--- src/rtl/ahb_lite_master.sv ---
// ---------------------------------------------------------------------------
// ahb_lite_master
//   AHB-Lite initiator for the LSU. Each accepted load/store becomes one
//   SINGLE/NONSEQ transfer. Only one transfer is in flight at a time.
//   Alignment is checked when the request is accepted. Byte lanes are
//   replicated for stores and steered for loads. Address- and data-phase
//   wait states are honoured, as is the two-cycle ERROR response.
//
// Ports
//   hclk, hresetn        AHB clock; asynchronous active-low reset
//   req_valid_i/ready_o  LSU request handshake (accept on valid && ready)
//   req_write_i          1 = store, 0 = load
//   req_size_i           0 = byte, 1 = halfword, 2 = word
//   req_addr_i           byte address
//   req_wdata_i          right-aligned store data
//   rsp_valid_o          one-cycle completion pulse (no back-pressure)
//   rsp_err_o            completion carries an error
//   rsp_rdata_o          right-aligned, zero-extended load data
//   h*_o / h*_i          AHB-Lite manager signals
//
// DWIDTH must be 32.
// ---------------------------------------------------------------------------
module ahb_lite_master #(
  parameter int AWIDTH = 32,
  parameter int DWIDTH = 32
) (
  input  logic              hclk,
  input  logic              hresetn,
  // LSU request
  input  logic              req_valid_i,
  output logic              req_ready_o,
  input  logic              req_write_i,
  input  logic [2:0]        req_size_i,
  input  logic [AWIDTH-1:0] req_addr_i,
  input  logic [DWIDTH-1:0] req_wdata_i,
  // LSU response
  output logic              rsp_valid_o,
  output logic              rsp_err_o,
  output logic [DWIDTH-1:0] rsp_rdata_o,
  // AHB-Lite manager
  output logic [AWIDTH-1:0] haddr_o,
  output logic [1:0]        htrans_o,
  output logic              hwrite_o,
  output logic [2:0]        hsize_o,
  output logic [2:0]        hburst_o,
  output logic [3:0]        hprot_o,
  output logic              hmastlock_o,
  output logic [DWIDTH-1:0] hwdata_o,
  input  logic              hready_i,
  input  logic              hresp_i,
  input  logic [DWIDTH-1:0] hrdata_i
);

  localparam logic [1:0] HTRANS_IDLE   = 2'b00;
  localparam logic [1:0] HTRANS_NONSEQ = 2'b10;

  typedef enum logic [1:0] {
    ST_IDLE,
    ST_ADDR,
    ST_DATA,
    ST_RESP
  } state_t;

  state_t              r_state;
  state_t              w_next_state;
  logic                w_accept;
  logic                w_misaligned;

  // Latched request. It drives the address phase and holds through the
  // data phase.
  logic                r_write;
  logic [2:0]          r_size;
  logic [AWIDTH-1:0]   r_addr;
  logic [DWIDTH-1:0]   r_hwdata;

  // Completion registers. They are presented while the FSM sits in RESP.
  logic                r_rsp_err;
  logic [DWIDTH-1:0]   r_rsp_rdata;

  // -------------------------------------------------------------------------
  // Helpers
  // -------------------------------------------------------------------------
  function automatic logic is_misaligned(input logic [2:0] size,
                                         input logic [1:0] lane);
    logic bad;
    bad = 1'b0;
    case (size)
      3'd0:    bad = 1'b0;
      3'd1:    bad = lane[0];
      3'd2:    bad = (lane != 2'b00);
      default: bad = 1'b1;
    endcase
    return bad;
  endfunction

  // Put the store data on every lane it could occupy. The slave then
  // picks its lanes from haddr and hsize without further muxing.
  function automatic logic [DWIDTH-1:0] replicate(input logic [2:0]        size,
                                                  input logic [DWIDTH-1:0] data);
    logic [DWIDTH-1:0] rep;
    rep = data;
    case (size)
      3'd0:    rep = {(DWIDTH/8){data[7:0]}};
      3'd1:    rep = {(DWIDTH/16){data[15:0]}};
      default: rep = data;
    endcase
    return rep;
  endfunction

  // Bring the addressed lane down to bit 0 and zero-extend it.
  function automatic logic [DWIDTH-1:0] steer(input logic [2:0]        size,
                                              input logic [1:0]        lane,
                                              input logic [DWIDTH-1:0] data);
    logic [DWIDTH-1:0] shifted;
    logic [DWIDTH-1:0] result;
    shifted = '0;
    result  = data;
    case (size)
      3'd0: begin
        shifted = data >> {lane, 3'b000};
        result  = {{(DWIDTH-8){1'b0}}, shifted[7:0]};
      end
      3'd1: begin
        shifted = data >> {lane[1], 4'b0000};
        result  = {{(DWIDTH-16){1'b0}}, shifted[15:0]};
      end
      default: result = data;
    endcase
    return result;
  endfunction

  assign w_accept     = req_valid_i && req_ready_o;
  assign w_misaligned = is_misaligned(req_size_i, req_addr_i[1:0]);

  // -------------------------------------------------------------------------
  // FSM: state register
  // -------------------------------------------------------------------------
  // NOTE: the reset is in the sensitivity list so that hresetn clears the
  // state at once, mid-transfer included, without waiting for an hclk edge.
  always_ff @(posedge hclk or negedge hresetn) begin
    if (!hresetn) begin
      r_state <= ST_IDLE;
    end else begin
      // NOTE: sequential state uses non-blocking assignments. Every flop then
      // samples pre-edge values, whatever order the processes are evaluated in.
      r_state <= w_next_state;
    end
  end

  // -------------------------------------------------------------------------
  // FSM: next-state logic
  // -------------------------------------------------------------------------
  always_comb begin
    // NOTE: assign a default first. With that, no path through the case
    // leaves w_next_state unassigned, and no latch is inferred.
    w_next_state = r_state;
    case (r_state)
      ST_IDLE, ST_RESP: begin
        if (w_accept) begin
          w_next_state = w_misaligned ? ST_RESP : ST_ADDR;
        end else begin
          w_next_state = ST_IDLE;
        end
      end
      ST_ADDR: if (hready_i) w_next_state = ST_DATA;
      // The first ERROR cycle has hready_i low, so it waits here like any
      // other wait state.
      ST_DATA: if (hready_i) w_next_state = ST_RESP;
      default: w_next_state = ST_IDLE;
    endcase
  end

  // -------------------------------------------------------------------------
  // FSM: outputs decoded from state only
  // -------------------------------------------------------------------------
  always_comb begin
    req_ready_o = 1'b0;
    rsp_valid_o = 1'b0;
    htrans_o    = HTRANS_IDLE;
    case (r_state)
      ST_IDLE: req_ready_o = 1'b1;
      ST_ADDR: htrans_o    = HTRANS_NONSEQ;
      ST_DATA: ;
      ST_RESP: begin
        req_ready_o = 1'b1;
        rsp_valid_o = 1'b1;
      end
      default: ;
    endcase
  end

  // -------------------------------------------------------------------------
  // Request latch and completion capture
  // -------------------------------------------------------------------------
  always_ff @(posedge hclk or negedge hresetn) begin
    if (!hresetn) begin
      r_write     <= 1'b0;
      r_size      <= 3'd0;
      r_addr      <= '0;
      r_hwdata    <= '0;
      r_rsp_err   <= 1'b0;
      r_rsp_rdata <= '0;
    end else if (w_accept) begin
      r_write  <= req_write_i;
      r_size   <= req_size_i;
      r_addr   <= req_addr_i;
      r_hwdata <= replicate(req_size_i, req_wdata_i);
      // A misaligned request completes next cycle without touching the bus.
      // Its response is therefore fixed here.
      if (w_misaligned) begin
        r_rsp_err   <= 1'b1;
        r_rsp_rdata <= '0;
      end
    end else if (r_state == ST_DATA && hready_i) begin
      r_rsp_err   <= hresp_i;
      r_rsp_rdata <= (!r_write && !hresp_i) ? steer(r_size, r_addr[1:0], hrdata_i)
                                            : '0;
    end
  end

  assign haddr_o     = r_addr;
  assign hwrite_o    = r_write;
  assign hsize_o     = r_size;
  assign hwdata_o    = r_hwdata;
  assign rsp_err_o   = r_rsp_err;
  assign rsp_rdata_o = r_rsp_rdata;

  assign hburst_o    = 3'b000;
  assign hprot_o     = 4'b0011;
  assign hmastlock_o = 1'b0;

endmodule

--- config.mk ---
export PLATFORM = sky130hd
export DESIGN_NAME = ahb_lite_master
export DESIGN_NICKNAME = d
export VERILOG_FILES = /design/src/rtl/ahb_lite_master.sv
export SDC_FILE = /design/constraint.sdc
export NUM_CORES = 1
export LEC_CHECK = 0
export CAP_MARGIN = 25
export CORE_MARGIN = 2
export CORE_UTILIZATION = 45
export CTS_CLUSTER_SIZE = 10
export DETAILED_ROUTE_END_ITERATION = 10
export PLACE_DENSITY_LB_ADDON = 0.15
export SYNTH_ARGS = -nofsm -noshare
export SYNTH_HDL_FRONTEND = slang
export SYNTH_SLANG_ARGS = --single-unit
--- constraint.sdc ---
create_clock -name hclk -period 3.2 [get_ports hclk]
set_input_delay 0.64 -clock hclk [delete_from_list [all_inputs] [get_ports hclk]]
set_output_delay 0.64 -clock hclk [all_outputs]
set_load 0.01 [all_outputs]
## After elaboration in Yosys (flattened, before gate mapping)

Index checks and enable logic that the tools add are counted.

- Register bits: 103
- Bits in latches: 0
- Memory bits (writable): 0
- ROM bits: 0
- Input port bits: 105
- Logic and storage cells: 49
- Memories kept: 0

- Add/subtract/negate cells: 0
- Multipliers: 0
- Divide/modulo/power cells: 0
- Magnitude comparators: 0
- Equality and inequality tests: 9
- Shift operators: 2
- Muxes and demuxes: 18
- Bitwise operators: 0
- Reductions and logical operators: 13

Operator list:

| kind | count |
|---|---|
| $mux 32 | 4 |
| $pmux 32 s2 | 2 |
| $shr 32x5->16 | 1 |
| $shr 32x5->8 | 1 |
| $mux 2 | 5 |
| $eq 3x1->1 const B | 2 |
| $logic_not 3->1 | 2 |
| $pmux 2 s3 | 1 |
| $mux 1 | 5 |
| $eq 2x2->1 const B | 2 |
| $ne 2x2->1 const B | 2 |
| $reduce_and 2->1 | 2 |
| $reduce_bool 2->1 | 2 |
| $eq 3x2->1 const B | 1 |
| $logic_and 1x1->1 | 3 |
| $pmux 1 s3 | 1 |
| $eq 2x1->1 const B | 1 |
| $logic_not 1->1 | 2 |
| $logic_not 2->1 | 1 |
| $ne 2x1->1 const B | 1 |
| $reduce_or 2->1 | 1 |

## Depth between registers and ports, before layout

- Depth in word-level cells: 6
- Mapped depth: 7

## Worst setup path before layout

No wires, ideal clock.

- Path kind: flip-flop to flip-flop
- Start point: register r_state[0]
- End point: register r_rsp_rdata[11], in the netlist rsp_rdata_o[11]
- Library setup time: 0.128 ns
- Arrival: 1.820 ns
- Data required time: 3.072 ns
- Path slack: 1.252 ns
- Cell stages (with the launch flop): 7
- Period minus slack after synthesis: 1.948 ns
- Cell sequence: dfrtp_1 inv_1 ha_1 nand2_1 o31ai_4 buf_6 mux2_1

- Longest elaborated chain between the ends: 6

Ends and longest elaborated chain:

| what | line | text |
|---|---|---|
| from (decl) | 64 | `state_t r_state;` |
| from (signal assigned) | 146 | `r_state <= w_next_state;` |
| $eq 2x2->1 or $logic_not 2->1 (tied branches) | 180 | `case (r_state)` |
| $reduce_or 2->1 (no source line) * | n/a |  |
| $mux 1 * | 180 |  |
| via req_ready_o | 31 | `output logic req_ready_o,` |
| $logic_and 1x1->1 * | 132 | `assign w_accept = req_valid_i && req_ready_o;` |
| $ne 2x1->1 (no source line) or $reduce_bool 2->1 (tied branches) | n/a |  |
| $reduce_and 2->1 (no source line) | n/a |  |
| to (signal assigned) | 216 | `r_rsp_rdata <= (!r_write && !hresp_i) ? steer(r_size, r_addr[1:0], hrdata_i)` |
| to (decl) | 78 | `logic [DWIDTH-1:0] r_rsp_rdata;` |

The timed path passes the listed nets; every way through them passes the cells marked *.
A chain may end at the register's enable or synchronous reset.

## Worst setup path in the final report

- Start point: register r_state[0]
- End point: output port req_ready_o

- Longest elaborated chain between the ends: 3

Ends and longest elaborated chain:

| what | line |
|---|---|
| $eq 2x2->1 or $logic_not 2->1 (tied branches) | 180 |
| $reduce_or 2->1 (no source line) * | n/a |
| $mux 1 * | 180 |
| to (decl) | 31 |

Mark *: on every way between the ends. The rest lies on a longest branch, timed or not.

==> flow_summary.toml <==
[worst_setup_path]
crit_start = "r_state[0]"
cp-end-kind = "output port"
cp_max_fo = 7
r2r-end = "rsp_rdata_o[10]"
rr_worst_depth = 7
worst-r2r-setup-slack_ns = 1.14
required_ns = 2.56
r2r_start = "r_state[0]"
crit_path_start_kind = "flop"
crit_arrival_ns = 1.80
path_class = "reg2out"

[detailed_routing]
viasPerCell = 5.07
drt-met1-wl_mm = 5.14
drc = 0
drtIter0Drc = 111
via_count = 3823
postRouteAntennaNets = 0
dr_wl_met2_mm = 6.04
wl_mm = 12.4
first_pass_iters = 4
top_layer = "met4"
routedWlPerCell_um = 16.5
dr_wl_met3_um = 981

[logic_synthesis]
yosysMostFrequentCell = "dfrtp_1"
async_flop_share_pct = 100
synthFlopType = "dfrtp_1"
synth_warnings = 0
synthMuxAreaShare_pct = 24.6
synth_edf_count = 0
netlist_area_sq_um = 4790
syn_avg_cell_area_sq_um = 11.7
syn_inst = 408
synth-compound-area-share_pct = 8.50
synth_xor_area_share_pct = 0
synth_area_leaders = "dfrtp_1 54%, mux2i_1 12%, mux2_2 11%, nand2_1 4.1%, o21ai_0 3.3%"
yosysSeqAreaShare_pct = 53.9
synth_top_family_by_area = "multiplexers"
synthSimpleGateAreaFrac_pct = 6.61
yosys.area_share.adder_pct = 0.784
yosysTopAreaCellShare_pct = 53.9
synth.distinct_cells = 35
synth_top_area_cell = "dfrtp_1"
yosys_register_bits = 103
synth_common_cells = "103 x dfrtp_1, 59 x mux2i_1, 52 x nand2_1"

[power]
ir_drop_mv = 0.556
power_density_nw_per_um2 = 894
sequentialPowerShare_pct = 36.1
internal_power_mw = 4.16
totalPowerFinal_mw = 6.41
leakage_nw = 3.08
power.share.clock_pct = 12.5
combinationalPowerShare_pct = 51.4
p_sw_share_pct = 35.0
p_switching_mw = 2.24

[timing]
rsz0062_at_grt = "no"
worst_slew_pin_slew_ns = 0.676
clock_skew_ns = 0.00628
setup_viol = 0
slew_viol_final = 0
min_period_over_period_pct = 76.3
period_needed_ns = 2.44
max_freq_mhz = 410
maxSlewHeadroom_pct = 54.8
finalHoldViolations = 0
finalSetupTns_ns = 0

[clock_network]
cts_buffers = 9
cts_buffer_depth = 2
cts_setup_buffers = 0
numClockSinks = 103
cts_tree = "done"
clockRootBuffer = "clkbuf_8"
htree_levels = 3
clkLatencyLatePin_ns = 0.36
path_clk_slew_ns = 0.10
cts_resized = 0
cts_hold_buffers = 0

[grt]
grt_pass1_wl_mm = 20.0
grt_pass1_vias = 4001
track_usage_pct = 22.3
grt_max_degree = 58
grt_overflow_total = 0
antenna_found_initial = 0

[layout]
fin_util_pct = 69.4
fin_nets = 721
area_growth_pct = 49.7
fin_cells = 754
stdcell_area_sq_um = 7170
drive_above_1_share_pct = 12.5
antenna_cells = 0

[die]
die_y_um = 107
start_util_pct = 46.4
ioPinCount = 218
dieWidth_um = 107
die-area_sq_um = 11500
row_count = 37
core_area_sq_um = 10300

[placed_design]
dpl_cell_area_sq_um = 6980
placed_cells = 738
place.detailed.hpwl_mm = 9.41
gp_congestion = 0.810
portBuffers = 208

[outcome]
status = "completed"

[min_path]
holdCritPathClass = "in2async"

[run]
drv_cap = 0
[final cells by class]
class                           instances  area [sq um]
Sequential cell                       103          2580
Timing Repair Buffer                  215          2160
Clock inverter                          6          61.3
Fill cell                             783          3160
Multi-Input combinational cell        258          1970
Tap cell                              136           170
Inverter                               26          97.6
Clock buffer                           10           128
[cells by family (layout without fill, tap and decap cells)]
| family | after synthesis | count (layout) |
|---|---|---|
| buf+inv | 54 | 257 |
| flops | 103 | 103 |
| other cells | 2 | 9 |
| simple gates | 71 | 71 |
| mux | 111 | 111 |
| compound gates | 64 | 64 |
| fa+ha+maj | 3 | 3 |
[how the worst max path moves through the flow]
stage | end
floorplan | rsp_rdata_o[11]
global placement | rsp_rdata_o[10]
detailed placement | rsp_rdata_o[8]
CTS | req_ready_o
global route | req_ready_o
finish | req_ready_o
[power groups by stage]
stage | clock network [mW] | registers [mW] | logic [mW]
global placement | 0 | 2.30 | 3.26
CTS | 0.825 | 2.32 | 3.34
global route | 0.876 | 2.39 | 3.56
floorplan | 0 | 2.54 | 1.37
detailed placement | 0 | 2.33 | 3.33
finish | 0.800 | 2.31 | 3.30
[critical path: stages (launching register included)]
cell,delay [ns]
dfrtp_1,0.39
inv_1,0.07
ha_1,0.41
clkdlybuf4s50_1,0.58
[stage by stage]
stage                     setup WS (ns)  hold slack (ns)
after floorplan                    1.25            0.344
after global placement            0.824            0.465
after detailed placement          0.794            0.470
after CTS                         0.740            0.306
after global routing              0.638            0.339
final                             0.759            0.285
[sequential cells by signal, summed over array words and instances (netlist names)]
name         count
hsize_o          3
rsp_rdata_o     32
r_state          2
haddr_o         32
hwrite_o         1
hwdata_o        32
rsp_err_o        1
[cell usage in the layout, fill, tap and decap left out, types with 2 or more instances in the layout]
cell / synthesis / routed
clkdlybuf4s50_1: 0 / 207
dfrtp_1: 103 / 103
mux2i_1: 59 / 59
nand2_1: 52 / 51
mux2_2: 47 / 47
o21ai_0: 32 / 32
inv_1: 26 / 26
a21oi_1: 9 / 9
conb_1: 2 / 9
clkbuf_8: 0 / 9
o221ai_1: 8 / 8
nor2_1: 7 / 7
o2bb2ai_1: 6 / 6
buf_4: 11 / 6
mux2_1: 5 / 5
nor3_1: 3 / 3
ha_1: 3 / 3
clkinv_2: 0 / 3
nor2b_1: 2 / 2
buf_12: 0 / 2
[routing by layer]
layer,GRT usage (%),vias to the layer above
li1,-,1805
met1,27.9,1855
met2,36.9,145
met3,6.08,18
met4,8.44,0
met5,0,-
Power figures use the tool's default switching activity.
